$ cat src/rtl/ftdi_tx_scheduler.sv
// ftdi_tx_scheduler
// Round-robin arbiter between two packet sources (bulk data, status/ack) that
// streams one packet at a time into the FTDI 1 KiB packet queue, fires the
// frame-padding strobe, then holds off the next grant until the frame drains.
// The byte path (ready / wrreq / data_wr) is a zero-latency passthrough;
// all control strobes except overrun come straight from flops.
module ftdi_tx_scheduler #(
    parameter int FRAME_BYTES  = 1024,
    parameter int DRAIN_CYCLES = 1100
) (
    input  logic       clock,
    input  logic       reset,
    input  logic       abort,
    input  logic       src0_req,
    input  logic       src1_req,
    input  logic       src0_valid,
    input  logic       src1_valid,
    input  logic [7:0] src0_data,
    input  logic [7:0] src1_data,
    input  logic       src0_last,
    input  logic       src1_last,
    output logic       src0_ready,
    output logic       src1_ready,
    output logic [1:0] grant,
    output logic [1:0] pkt_done,
    output logic       overrun,
    input  logic       wrq_full,
    input  logic       wrq_empty,
    output logic       wrreq,
    output logic [7:0] data_wr,
    output logic       load_1k,
    output logic       wr_clear,
    output logic       wr_en
);

    // byte_ct must be able to hold FRAME_BYTES itself, hence the extra bit.
    localparam int              BCW        = $clog2(FRAME_BYTES) + 1;
    localparam logic [BCW-1:0]  FRAME_LIM  = BCW'(FRAME_BYTES);
    localparam logic [BCW-1:0]  FRAME_LAST = BCW'(FRAME_BYTES - 1);
    localparam logic [BCW-1:0]  BYTE_ONE   = BCW'(1);
    localparam logic [15:0]     DRAIN_LOAD = 16'(DRAIN_CYCLES - 1);

    typedef enum logic [2:0] {
        IDLE    = 3'd0,
        FILL    = 3'd1,
        DISCARD = 3'd2,
        LOAD    = 3'd3,
        DRAIN   = 3'd4
    } state_t;

    // Registered state
    state_t           state_r;
    logic [1:0]       grant_r;
    logic             last_grant_r;   // 1 = src1 owned the last completed frame
    logic [BCW-1:0]   byte_ct_r;
    logic [15:0]      drain_ct_r;
    logic [1:0]       pkt_done_r;
    logic             load_1k_r;
    logic             wr_en_r;
    logic             wr_clear_r;

    // Next-state / combinational signals
    state_t           state_s;
    logic [1:0]       grant_s;
    logic             last_grant_s;
    logic [BCW-1:0]   byte_ct_s;
    logic [15:0]      drain_ct_s;
    logic [1:0]       pkt_done_s;

    logic             owner_valid_s;
    logic             owner_last_s;
    logic [7:0]       owner_data_s;
    logic             path_ready_s;
    logic             accept_s;
    logic             wrreq_s;
    logic             overrun_s;

    // Owner byte-path mux and handshake: ready only for the granted source,
    // suppressed by a full queue (FILL only), a full frame, or a flush.
    always_comb begin
        owner_valid_s = 1'b0;
        owner_last_s  = 1'b0;
        owner_data_s  = 8'h00;
        path_ready_s  = 1'b0;
        if (grant_r[1]) begin
            owner_valid_s = src1_valid;
            owner_last_s  = src1_last;
            owner_data_s  = src1_data;
        end else begin
            owner_valid_s = src0_valid;
            owner_last_s  = src0_last;
            owner_data_s  = src0_data;
        end
        if (abort) begin
            path_ready_s = 1'b0;
        end else if (state_r == FILL) begin
            path_ready_s = !wrq_full && (byte_ct_r < FRAME_LIM);
        end else if (state_r == DISCARD) begin
            path_ready_s = 1'b1;
        end else begin
            path_ready_s = 1'b0;
        end
        accept_s  = path_ready_s && owner_valid_s;
        wrreq_s   = accept_s && (state_r == FILL);
        overrun_s = wrreq_s && !owner_last_s && (byte_ct_r == FRAME_LAST);
    end

    // FSM next-state: arbitration, byte counting, drain timing and flush.
    always_comb begin
        state_s      = state_r;
        grant_s      = grant_r;
        last_grant_s = last_grant_r;
        byte_ct_s    = byte_ct_r;
        drain_ct_s   = drain_ct_r;
        pkt_done_s   = 2'b00;
        if (abort) begin
            state_s = IDLE;
            grant_s = 2'b00;
        end else begin
            case (state_r)
                IDLE: begin
                    if (src0_req || src1_req) begin
                        if (src0_req && src1_req) begin
                            grant_s = last_grant_r ? 2'b01 : 2'b10;
                        end else if (src0_req) begin
                            grant_s = 2'b01;
                        end else begin
                            grant_s = 2'b10;
                        end
                        byte_ct_s = {BCW{1'b0}};
                        state_s   = FILL;
                    end else begin
                        state_s = IDLE;
                    end
                end
                FILL: begin
                    if (accept_s) begin
                        byte_ct_s = byte_ct_r + BYTE_ONE;
                        if (owner_last_s) begin
                            state_s = LOAD;
                        end else if (byte_ct_r == FRAME_LAST) begin
                            state_s = DISCARD;
                        end else begin
                            state_s = FILL;
                        end
                    end else begin
                        state_s = FILL;
                    end
                end
                DISCARD: begin
                    if (accept_s && owner_last_s) begin
                        state_s = LOAD;
                    end else begin
                        state_s = DISCARD;
                    end
                end
                LOAD: begin
                    drain_ct_s = DRAIN_LOAD;
                    state_s    = DRAIN;
                end
                DRAIN: begin
                    if (drain_ct_r == 16'd0) begin
                        if (wrq_empty) begin
                            pkt_done_s   = grant_r;
                            last_grant_s = grant_r[1];
                            grant_s      = 2'b00;
                            state_s      = IDLE;
                        end else begin
                            state_s = DRAIN;
                        end
                    end else begin
                        drain_ct_s = drain_ct_r - 16'd1;
                        state_s    = DRAIN;
                    end
                end
                default: begin
                    state_s = IDLE;
                    grant_s = 2'b00;
                end
            endcase
        end
    end

    // State, counters and registered control strobes.
    always_ff @(posedge clock or posedge reset) begin
        if (reset) begin
            state_r      <= IDLE;
            grant_r      <= 2'b00;
            last_grant_r <= 1'b1;
            byte_ct_r    <= {BCW{1'b0}};
            drain_ct_r   <= 16'd0;
            pkt_done_r   <= 2'b00;
            load_1k_r    <= 1'b0;
            wr_en_r      <= 1'b0;
            wr_clear_r   <= 1'b0;
        end else begin
            state_r      <= state_s;
            grant_r      <= grant_s;
            last_grant_r <= last_grant_s;
            byte_ct_r    <= byte_ct_s;
            drain_ct_r   <= drain_ct_s;
            pkt_done_r   <= pkt_done_s;
            load_1k_r    <= (state_s == LOAD);
            wr_en_r      <= (state_s == LOAD) || (state_s == DRAIN);
            wr_clear_r   <= abort;
        end
    end

    assign grant      = grant_r;
    assign pkt_done   = pkt_done_r;
    assign load_1k    = load_1k_r;
    assign wr_en      = wr_en_r;
    assign wr_clear   = wr_clear_r;
    assign src0_ready = path_ready_s && grant_r[0];
    assign src1_ready = path_ready_s && grant_r[1];
    assign wrreq      = wrreq_s;
    assign data_wr    = owner_data_s;
    assign overrun    = overrun_s;

endmodule

$ cat config.mk
export PLATFORM = sky130hd
export DESIGN_NAME = ftdi_tx_scheduler
export DESIGN_NICKNAME = d
export VERILOG_FILES = /design/src/rtl/ftdi_tx_scheduler.sv
export SDC_FILE = /design/constraint.sdc
export NUM_CORES = 1
export LEC_CHECK = 0
export BUFFER_PORTS_ARGS = -buffer_cell sky130_fd_sc_hd__buf_2
export CELL_PAD_IN_SITES_DETAIL_PLACEMENT = 1
export CELL_PAD_IN_SITES_GLOBAL_PLACEMENT = 1
export CORE_ASPECT_RATIO = 0.8
export CORE_UTILIZATION = 45
export DETAILED_ROUTE_END_ITERATION = 7
export GPL_TIMING_DRIVEN = 0
export PLACE_DENSITY_LB_ADDON = 0.1
export SETUP_SLACK_MARGIN = 0.4
export SLEW_MARGIN = 20
export SYNTH_ARGS = -nofsm -noshare
export SYNTH_HDL_FRONTEND = slang
export SYNTH_SLANG_ARGS = --single-unit
export TNS_END_PERCENT = 10
$ cat constraint.sdc
create_clock -name clock -period 4.25 [get_ports clock]
set_input_delay 0.85 -clock clock [delete_from_list [all_inputs] [get_ports clock]]
set_output_delay 0.85 -clock clock [all_outputs]
set_load 0.1 [all_outputs]
==> impl_results.md, run 1 <==
* Status: completed
* Cells after Synth at 240
* Power per cell area at 436 mW/mm^2
* Max Slew Vio Count at 0
* Via count at 2038
* Total power at 0.00121 W
* Final ANT Viol Nets at 0
* Ports at 46
* Inserted Clock Buffers at 5
* Filler Cell Count at 589
* Htree depth at 2
* Worst rel slew slack at 41.0%
* Max-cap violations at 0
* Post-Place Cells at 348
* Maximum clock path buffer count at 2
* Worst Tran Pin Value at 877 ps
* Switching Fraction at 40.7%
* Setup bufs post-CTS at 0
* Crit-path max cell delay at 420 ps
* CTS root buf: clkbuf_8
* Vias in the first global route at 2014
* Chip Height at 66.7 um
* Final non-filler cell total at 356
* Width of the die at 82.9 um
* Post-synth EDFFs at 0
* Hold_buf cts at 0
* CP Data Required Time at 3400 ps
* Skew-Pair Late Insertion Delay at 290 ps
* Clock power share at 22.0%
* Post-place setup slack at 934 ps
* Fin crit period at 3340 ps
* Slowest cell on crit path: buf_2
* Final Core Density at 55.2%
* TritonRoute pass-1 iters at 4
* CP Capture Type: output port
* Crit-path max FO at 10
* Sw Pwr at 0.000492 W
* Leak at 1.23 nW
* Routed Wire Length at 6110 um
* Period utilisation layout at 78.7%
* Setup violators final at 0
* Initial drt markers at 80
* RePlAce Congestion at 0.722
* Initial core utilization at 46.8%
* HP Class: flop to flop
* Ant diodes at 0
* P&R area growth vs syn at 18.0%
* DIE AREA at 0.00553 sq mm
* CP Data Arrival Time at 2490 ps
* RSZ-0062 raised after global routing: false
* Yosys reg bits at 38
* Clock Skew at 6.76 ps
* CP Class: input pin to output port
* Sequential element share of the synthesized area at 40.4%
* Sum Neg Setup Slack at 0 ps
* First-pass GRT wire length at 10200 um
* Int Pwr at 0.000718 W
* Setup WS post-layout at 906 ps
* Largest net degree at the start of global routing at 22
* Post-synthesis cell type count at 48
* WL/cell at 17.2 um
* Number of synthesis warnings at 0
* Worst vdd ir at 0.000254 V
* Via density at 5.72
* Post-synth top flop: dfrtp_1
* Worst-path cell chain: buf_2 -> nor3_1 -> nand3_1 -> inv_1 -> and2_2 -> buf_2
* IO buf count at 45
* Final nets at 323
* Crit start category: input pin
* Most used cell, CP: buf_2
* Asr flop ratio synth at 100%
* TritonCTS clock tree: yes
* Max Freq at 0.299 GHz
* Initial antenna violation count at 0
* Syn avg cell area at 9.82 sq um
* Worst-path clk slew at 70 ps
* Syn Std Cell Area at 0.00236 sq mm
* Sequential power share at 40.3%
* GRT overflow at 0
* Worst reg-to-reg setup slack at 1920 ps
* Total clock sinks at 38
* Final Hold Fails at 0
* DRC viols at 0
* Share of cells above drive strength 1 at 33.0%
* Placeable Area at 0.00504 sq mm
* FP Rows at 23
* Power share of the combinational group at 37.7%
* Resize count post-CTS at 0
* Post-Syn Nets at 270
* Global Route Usage Sum at 23.6%
* HPWL after DPL at 4570 um
[power by group through the flow]
stage / clock, W / combinational, W / sequential [W]
final: 0.000267 / 0.000457 / 0.000487
after global routing: 0.000282 / 0.000500 / 0.000497
after CTS: 0.000269 / 0.000459 / 0.000486
after detailed placement: 0 / 0.000454 / 0.000492
after global placement: 0 / 0.000438 / 0.000488
after floorplan: 0 / 0.000352 / 0.000489
[flip-flops by register name, summed over array words and instances (netlist names)]
signal and cells:
wr_clear 1, state_r 3, wr_en 1, grant 2
drain_ct_r 16, load_1k 1, pkt_done 2, byte_ct_r 11
last_grant_r 1
[layout make-up]
type,instances,area [sq um],share of cell area (%)
Tap cell,62,77.6,2.79
Inverter,9,33.8,1.22
Clock buffer,7,86.3,3.11
Timing Repair Buffer,46,253,9.09
Clock inverter,1,5.00,0.180
Multi-Input combinational cell,183,1320,47.5
Buffer,10,51.3,1.85
Sequential cell,38,952,34.3
[cell usage after synthesis, drive strengths merged (2+ instances only)]
| cell type | number | share of area (%) |
|---|---|---|
| a2111oi | 7 | 4.5 |
| a211oi | 6 | 1.9 |
| a21boi | 5 | 1.6 |
| a21oi | 5 | 1.1 |
| a31oi | 2 | 0.53 |
| and2 | 6 | 1.6 |
| and3 | 3 | 0.80 |
| buf | 5 | 1.4 |
| clkbuf | 5 | 0.80 |
| dfrtp | 37 | 39 |
| ha | 3 | 1.6 |
| inv | 9 | 1.4 |
| mux2 | 12 | 5.7 |
| mux2i | 15 | 6.4 |
| nand2 | 26 | 4.1 |
| nand3 | 8 | 1.7 |
| nand4 | 4 | 1.1 |
| nor2 | 12 | 1.9 |
| nor2b | 5 | 1.3 |
| nor3 | 2 | 0.42 |
| nor3b | 3 | 1.2 |
| nor4 | 3 | 0.80 |
| nor4b | 4 | 2.1 |
| o21a | 2 | 0.64 |
| o21ai | 14 | 3.1 |
| o31ai | 4 | 1.3 |
| or2 | 11 | 2.9 |
| or3 | 5 | 1.3 |
| or4 | 5 | 1.8 |
[worst max-delay path: cells and delay by family]
kind	cells	cell delay [ps]
simple gates	3	750
buf+inv	3	880
[cells in the final DEF (no fill, tap or decap), types with 2 or more instances in the layout]
cell type	netlist	layout
mux2i_1	15	15
a21boi_0	5	5
nor2_1	12	12
buf_4	3	3
ha_1	3	3
a2111oi_2	7	7
o21a_1	2	2
clkbuf_1	5	6
a21oi_1	5	5
and3_1	3	3
a211oi_1	6	6
or4_1	4	4
nor3b_1	2	2
or3_1	5	5
a31oi_1	2	2
nor3_1	2	2
or2_2	11	11
mux2_2	11	11
o21ai_0	12	12
nor4b_1	3	3
o31ai_1	4	4
nor4_1	3	3
nand4_1	4	4
buf_2	2	47
dfrtp_1	37	37
clkbuf_8	0	6
nand2_1	26	26
nor2b_1	5	5
and2_1	6	5
inv_1	9	8
nand3_1	8	8
[routing by layer]
metal  global-route usage (%)  wire [um]
met2                     36.5       2730
met3                     4.83        215
met1                     34.0       3120
met4                     5.17         47
met5                        0          0
[final timing paths]
kind	startpoint	endpoint	cells past startpoint
max	abort	overrun	6
max reg2reg	drain_ct_r[0]$_DFFE_PP0P_	drain_ct_r[0]$_DFFE_PP0P_	7
min reg2reg	byte_ct_r[1]$_DFFE_PP0P_	byte_ct_r[1]$_DFFE_PP0P_	2
min in group asynchronous	reset	byte_ct_r[0]$_DFFE_PP0P_	2
max in group asynchronous	reset	last_grant_r$_DFFE_PP1P_	3
min	byte_ct_r[1]$_DFFE_PP0P_	byte_ct_r[1]$_DFFE_PP0P_	2
[cells by family after synthesis]
logic type               synth area share [%]
flip-flops                               40.4
buffers and inverters                    3.61
adder cells (fa/ha/maj)                  1.59
AO/OA/AOI/OAI                            17.4
multiplexers                             12.1
AND/OR/NAND/NOR                          24.9
[through the flow]
step / area [sq um] / hold slack (ps)
global route: 2780 / 552
finish: 2780 / 524
CTS: 2780 / 535
detailed placement: 2690 / 517
global placement: 2660 / 489
floorplan: 2360 / 468
(Power assumes the default switching activity.)
==> run 2, diff against run 1 <==
Settings changed: CORE_UTILIZATION 45 to 38.
Clock period 4.25 ns to 2.71 ns, I/O delays scaled along.
==> run 2 against run 1 <==
Compared with the run above:
- via count fell by 0.88%
- design area rose by 4.7%
- total power rose by 55%
- largest power group unchanged
- highest routed layer unchanged
==> impl_results.md, run 2 (synthesis gave the netlist of run 1 again) <==
* Largest net degree at the start of global routing at 25 (+14%)
* Maximum clock path buffer count at 2 (unchanged)
* Max-cap violations at 0 (unchanged)
* DRC viols at 0 (unchanged)
* Inserted Clock Buffers at 5 (unchanged)
* Most common cell after layout, fill and taps aside: buf_2
* P&R area growth vs syn at 23.5%
* Routed Wire Length at 5900 um (-3.4%)
* Via count at 2020 (-0.88%)
* CP Data Arrival Time at 1820 ps (-670 ps)
* Hold_buf cts at 0 (unchanged)
* Final Core Density at 49.0% (-6.2 points)
* Top reg by flops: drain_ct_r
* TritonRoute pass-1 iters at 4 (unchanged)
* Width of the die at 90.0 um (+8.6%)
* Crit-path max FO at 10 (unchanged)
* RSZ-0062 raised after global routing: true
* Max Slew Vio Count at 0 (unchanged)
* Top Registers: drain_ct_r x16, byte_ct_r x11, state_r x3
* Worst vdd ir at 0.000300 V (+18%)
* Via density at 5.34 (-6.7%)
* CP Data Required Time at 2170 ps (-1230 ps)
* FF-to-FF Start: state_r[1]$_DFF_PP0_
* HP Class: input pin to async pin
* CP Capture Type: output port
* Skew-Pair Late Insertion Delay at 300 ps (about the same)
* Htree depth at 2 (unchanged)
* GRT overflow at 0 (unchanged)
* Initial antenna violation count at 0 (unchanged)
* FP Rows at 25 (+8.7%)
* Period utilisation layout at 87.3%
* Total clock sinks at 38 (unchanged)
* Ports at 46 (unchanged)
* Leak at 1.25 nW (+1.7%)
* Worst-path clk slew at 80 ps (about the same)
* RePlAce Congestion at 0.738 (+2.2%)
* Global Route Usage Sum at 19.4% (-4.2 points)
* Fin crit period at 2360 ps
* Max Freq at 0.423 GHz
* CP Class: flop to output port
* Post-Place Cells at 367 (+5.5%)
* Initial drt markers at 78 (-2.5%)
* Status: completed
* Power per cell area at 643 mW/mm^2 (+48%)
* Worst rel slew slack at 51.6% (+11 points)
* Ant diodes at 0 (unchanged)
* Placeable Area at 0.00594 sq mm (+18%)
* Final Hold Fails at 0 (unchanged)
* Crit. Startpoint: state_r[1]$_DFF_PP0_
* Chip Height at 72.4 um (+8.6%)
* Max reg flops at 16 (unchanged)
* Clock Skew at 5.52 ps (-1.24 ps)
* WL/cell at 15.6 um (-9.0%)
* First-pass GRT wire length at 9960 um (-2.2%)
* Final non-filler cell total at 378 (+6.2%)
* HPWL after DPL at 4400 um (-3.5%)
* Most frequent cells in the layout: buf_2, dfrtp_1, nand2_1
* Final ANT Viol Nets at 0 (unchanged)
* DIE AREA at 0.00652 sq mm (+18%)
* Share of cells above drive strength 1 at 37.4% (+4.4 points)
* Crit start category: flop
* IO buf count at 45 (unchanged)
* Initial core utilization at 39.6% (-7.1 points)
* CTS root buf: clkbuf_8
* Worst Tran Pin Value at 726 ps (-151 ps)
* Final nets at 327 (+1.2%)
* Vias in the first global route at 2037 (+1.1%)
* TritonCTS clock tree: yes
* Setup violators final at 0 (unchanged)
## run 2: changes by cell type in the layout (fill, tap and decap cells not counted), moves of 2 or more
cell and delta:
nor4b_2 +2, buf_8 +2, nor4b_1 -2, clkbuf_2 +2, clkbuf_1 -2, buf_2 -5, buf_4 +6
## run 2: what timing repair did
action	4_1_cts	5_1_grt
setup endpoints to repair	13	27
setup buffers	4	0
gates resized for setup	15	5
pin swaps	3	0
## run 2: layout make-up
cell class	instances	area, sq um
clock buffer	7	76.3
sequential	38	956
buffer	10	63.8
timing repair buffer	50	307
tap	81	101
fill	687	3030
multi-input combinational	183	1370
inverter	9	37.5
## run 2: critical path, stage by stage (launching register included)
cell and delay [ps]:
dfrtp_1 430, buf_2 210, nor4b_2 290, o21a_1 210, and2_1 180, buf_8 200
## run 2: per-layer routing
| metal | GRT usage (%) | part of all wire, % |
|---|---|---|
| met4 | 5.38 | 1.1 |
| met1 | 27.7 | 53 |
| met2 | 30.1 | 44 |
| met3 | 3.98 | 2.8 |
| met5 | 0 | 0 |
## run 2: final timing paths
check | endpoint | slack [ps] | cells past startpoint
worst min-delay path | drain_ct_r[10]$_DFFE_PP0P_ | 220 | 2
max in group asynchronous | grant[1]$_DFFE_PP0P_ | 2020 | 3
worst max register to register | drain_ct_r[8]$_DFFE_PP0P_ | 420 | 5
worst max-delay path | src1_ready | 350 | 5
min in group clock | wr_clear$_DFF_PP0_ | 460 | 1
worst min register to register | byte_ct_r[1]$_DFFE_PP0P_ | 520 | 2
## run 2: through the flow
stage / instance area (sq um) / hold WS [ps] / total power [W] / worst slack [ps] / setup TNS, ps
3_5_place_dp: 2740 / 501 / 0.00149 / 180 / 0
5_1_grt: 2910 / 250 / 0.00198 / 237 / 0
6_report: 2910 / 215 / 0.00187 / 345 / 0
3_3_place_gp: 2720 / 492 / 0.00146 / 181 / 0
2_1_floorplan: 2390 / 468 / 0.00133 / -0.310 / -0.310
4_1_cts: 2900 / 217 / 0.00188 / 354 / 0
## run 2: where the power goes
| group | switching, W | total (W) | internal, W |
|---|---|---|---|
| Clock | 0.000204 | 0.000381 | 0.000177 |
| Combinational | 0.000450 | 0.000725 | 0.000275 |
| Sequential | 0.000106 | 0.000765 | 0.000658 |
==> run 3, diff against run 2 <==
Settings changed: SETUP_SLACK_MARGIN 0.4 to default.
==> run 3 against run 2 <==
Compared with the run above:
- register-to-register slack got worse by 40 ps
- clock-buffer cell count unchanged
- largest cell class unchanged
- core utilization decreased by 1.5 points
- clock power about the same
- via count decreased by 0.50%
- sequential power about the same
- highest routed layer unchanged
==> impl_results.md, run 3 (synthesis gave the netlist of run 1 again) <==
* CTS root buf: clkbuf_8
* Setup WS post-layout at 144 ps (-201 ps)
* CP Data Required Time at 2170 ps (about the same)
* Post-place setup slack at 180 ps (unchanged)
* Routed Wire Length at 5780 um (-2.1%)
* Htree depth at 2 (unchanged)
* Most frequent cells in the layout: buf_2, dfrtp_1, nand2_1
* IO buf count at 45 (unchanged)
* Setup violators final at 0 (unchanged)
* DIE AREA at 0.00652 sq mm (unchanged)
* Worst Tran Pin Value at 817 ps (+91.6 ps)
* Via count at 2010 (-0.50%)
* Max Freq at 0.390 GHz (-7.9%)
* Max Slew Vio Count at 0 (unchanged)
* Placeable Area at 0.00594 sq mm (unchanged)
* Total clock sinks at 38 (unchanged)
* Worst-path clk slew at 80 ps (about the same)
* Power per cell area at 659 mW/mm^2 (+2.6%)
* Top Layer Used: met4
* CP Capture Type: output port
* Vias in the first global route at 2012 (-1.2%)
* Final nets at 323 (-1.2%)
* HPWL after DPL at 4400 um (unchanged)
* RePlAce Congestion at 0.738 (unchanged)
* Hold_buf cts at 0 (unchanged)
* Final ANT Viol Nets at 0 (unchanged)
* Min Hold Slack at 215 ps (-0.505 ps)
* Top reg by flops: drain_ct_r
* Status: completed
* Leak at 1.22 nW (-2.9%)
* Worst rel slew slack at 45.0% (-6.6 points)
* FP Rows at 25 (unchanged)
* Global Route Usage Sum at 19.2% (-0.18 points)
* TritonRoute pass-1 iters at 4 (unchanged)
* TritonCTS clock tree: yes
* Final Hold Fails at 0 (unchanged)
* Maximum clock path buffer count at 2 (unchanged)
* Crit-path max FO at 10 (unchanged)
* Largest net degree at the start of global routing at 25 (unchanged)
* HP Class: input pin to async pin
* Skew-Pair Late Insertion Delay at 300 ps (about the same)
* Worst vdd ir at 0.000300 V (about the same)
* Period utilisation layout at 94.7% (+7.4 points)
* RSZ-0062 raised after global routing: false
* First-pass GRT wire length at 9880 um (-0.83%)
* Initial antenna violation count at 0 (unchanged)
* GRT overflow at 0 (unchanged)
* Clock Skew at 3.24 ps (-2.28 ps)
* WL/cell at 15.5 um (-1.0%)
* Chip Height at 72.4 um (unchanged)
* Top Registers: drain_ct_r x16, byte_ct_r x11, state_r x3
* Worst reg-to-reg setup slack at 380 ps (-40 ps)
* Ant diodes at 0 (unchanged)
* Max reg flops at 16 (unchanged)
* Initial core utilization at 39.6% (unchanged)
* Share of cells above drive strength 1 at 34.1% (-3.2 points)
* Fin crit period at 2570 ps (+201 ps)
* P&R area growth vs syn at 19.8%
* CP Class: flop to output port
* Wire length on met3 at 182 um (+9.6%)
* Crit start category: flop
* Most common cell after layout, fill and taps aside: buf_2
* Max-cap violations at 0 (unchanged)
* Inserted Clock Buffers at 5 (unchanged)
* CP Data Arrival Time at 2020 ps (+200 ps)
* Ports at 46 (unchanged)
* Width of the die at 90.0 um (unchanged)
* Met1 wire length at 3010 um (-2.9%)
* DRC viols at 0 (unchanged)
* Initial drt markers at 65 (-17%)
* WL met2 at 2520 um (-1.9%)
* Via density at 5.37 (+0.57%)
## run 3: cell count changes in the layout (fill, tap and decap cells not counted), sizes merged
cell	change
buf	-5
clkbuf	+1
## run 3: metrics by stage
step,setup TNS (ps),cell area [sq um],util [%],total power (W),cells
6_report,0,2820,47.5,0.00186,374
5_1_grt,0,2820,47.5,0.00197,374
4_1_cts,0,2820,47.4,0.00187,374
3_5_place_dp,0,2740,46.1,0.00149,367
3_3_place_gp,0,2720,45.7,0.00146,366
2_1_floorplan,-0.310,2390,-,0.00133,240
## run 3: layout make-up
type	instances	area [sq um]
fill	692	3120
buffer	10	61.3
tap	81	101
timing repair buffer	46	250
sequential	38	956
multi-input combinational	183	1340
inverter	9	37.5
clock buffer	7	76.3
## run 3: metal layers
metal  vias to the layer above  track usage [%]
met2                        29             29.7
met1                       986             27.5
met3                         6             3.98
met4                         0             5.38
met5                         -                0
li1                        989                -
## run 3: power breakdown
group / internal, W / switching, W
Sequential: 0.000658 / 0.000104
Clock: 0.000178 / 0.000205
Combinational: 0.000266 / 0.000450
## run 3: final timing paths
check,start,to,cells past startpoint
min,reset,drain_ct_r[6]$_DFFE_PP0P_,2
max,state_r[1]$_DFF_PP0_,src1_ready,5
min in group clock,abort,wr_clear$_DFF_PP0_,1
min reg2reg,byte_ct_r[1]$_DFFE_PP0P_,byte_ct_r[1]$_DFFE_PP0P_,2
max in group asynchronous,reset,grant[1]$_DFFE_PP0P_,3
max reg2reg,drain_ct_r[0]$_DFFE_PP0P_,drain_ct_r[1]$_DFFE_PP0P_,7
## run 3: timing repair
item / 4_1_cts / 5_1_grt
endpoints found under the setup margin: 1 / 2
buffers inserted: 0 / 0
resized for setup: 1 / 2
gates cloned: 0 / 0
## run 3: worst max-delay path: stages, from the launching register on
cell and delay (ps):
dfrtp_1 400, buf_2 190, nor4b_1 320, o21a_1 250, and2_1 140, buf_2 420
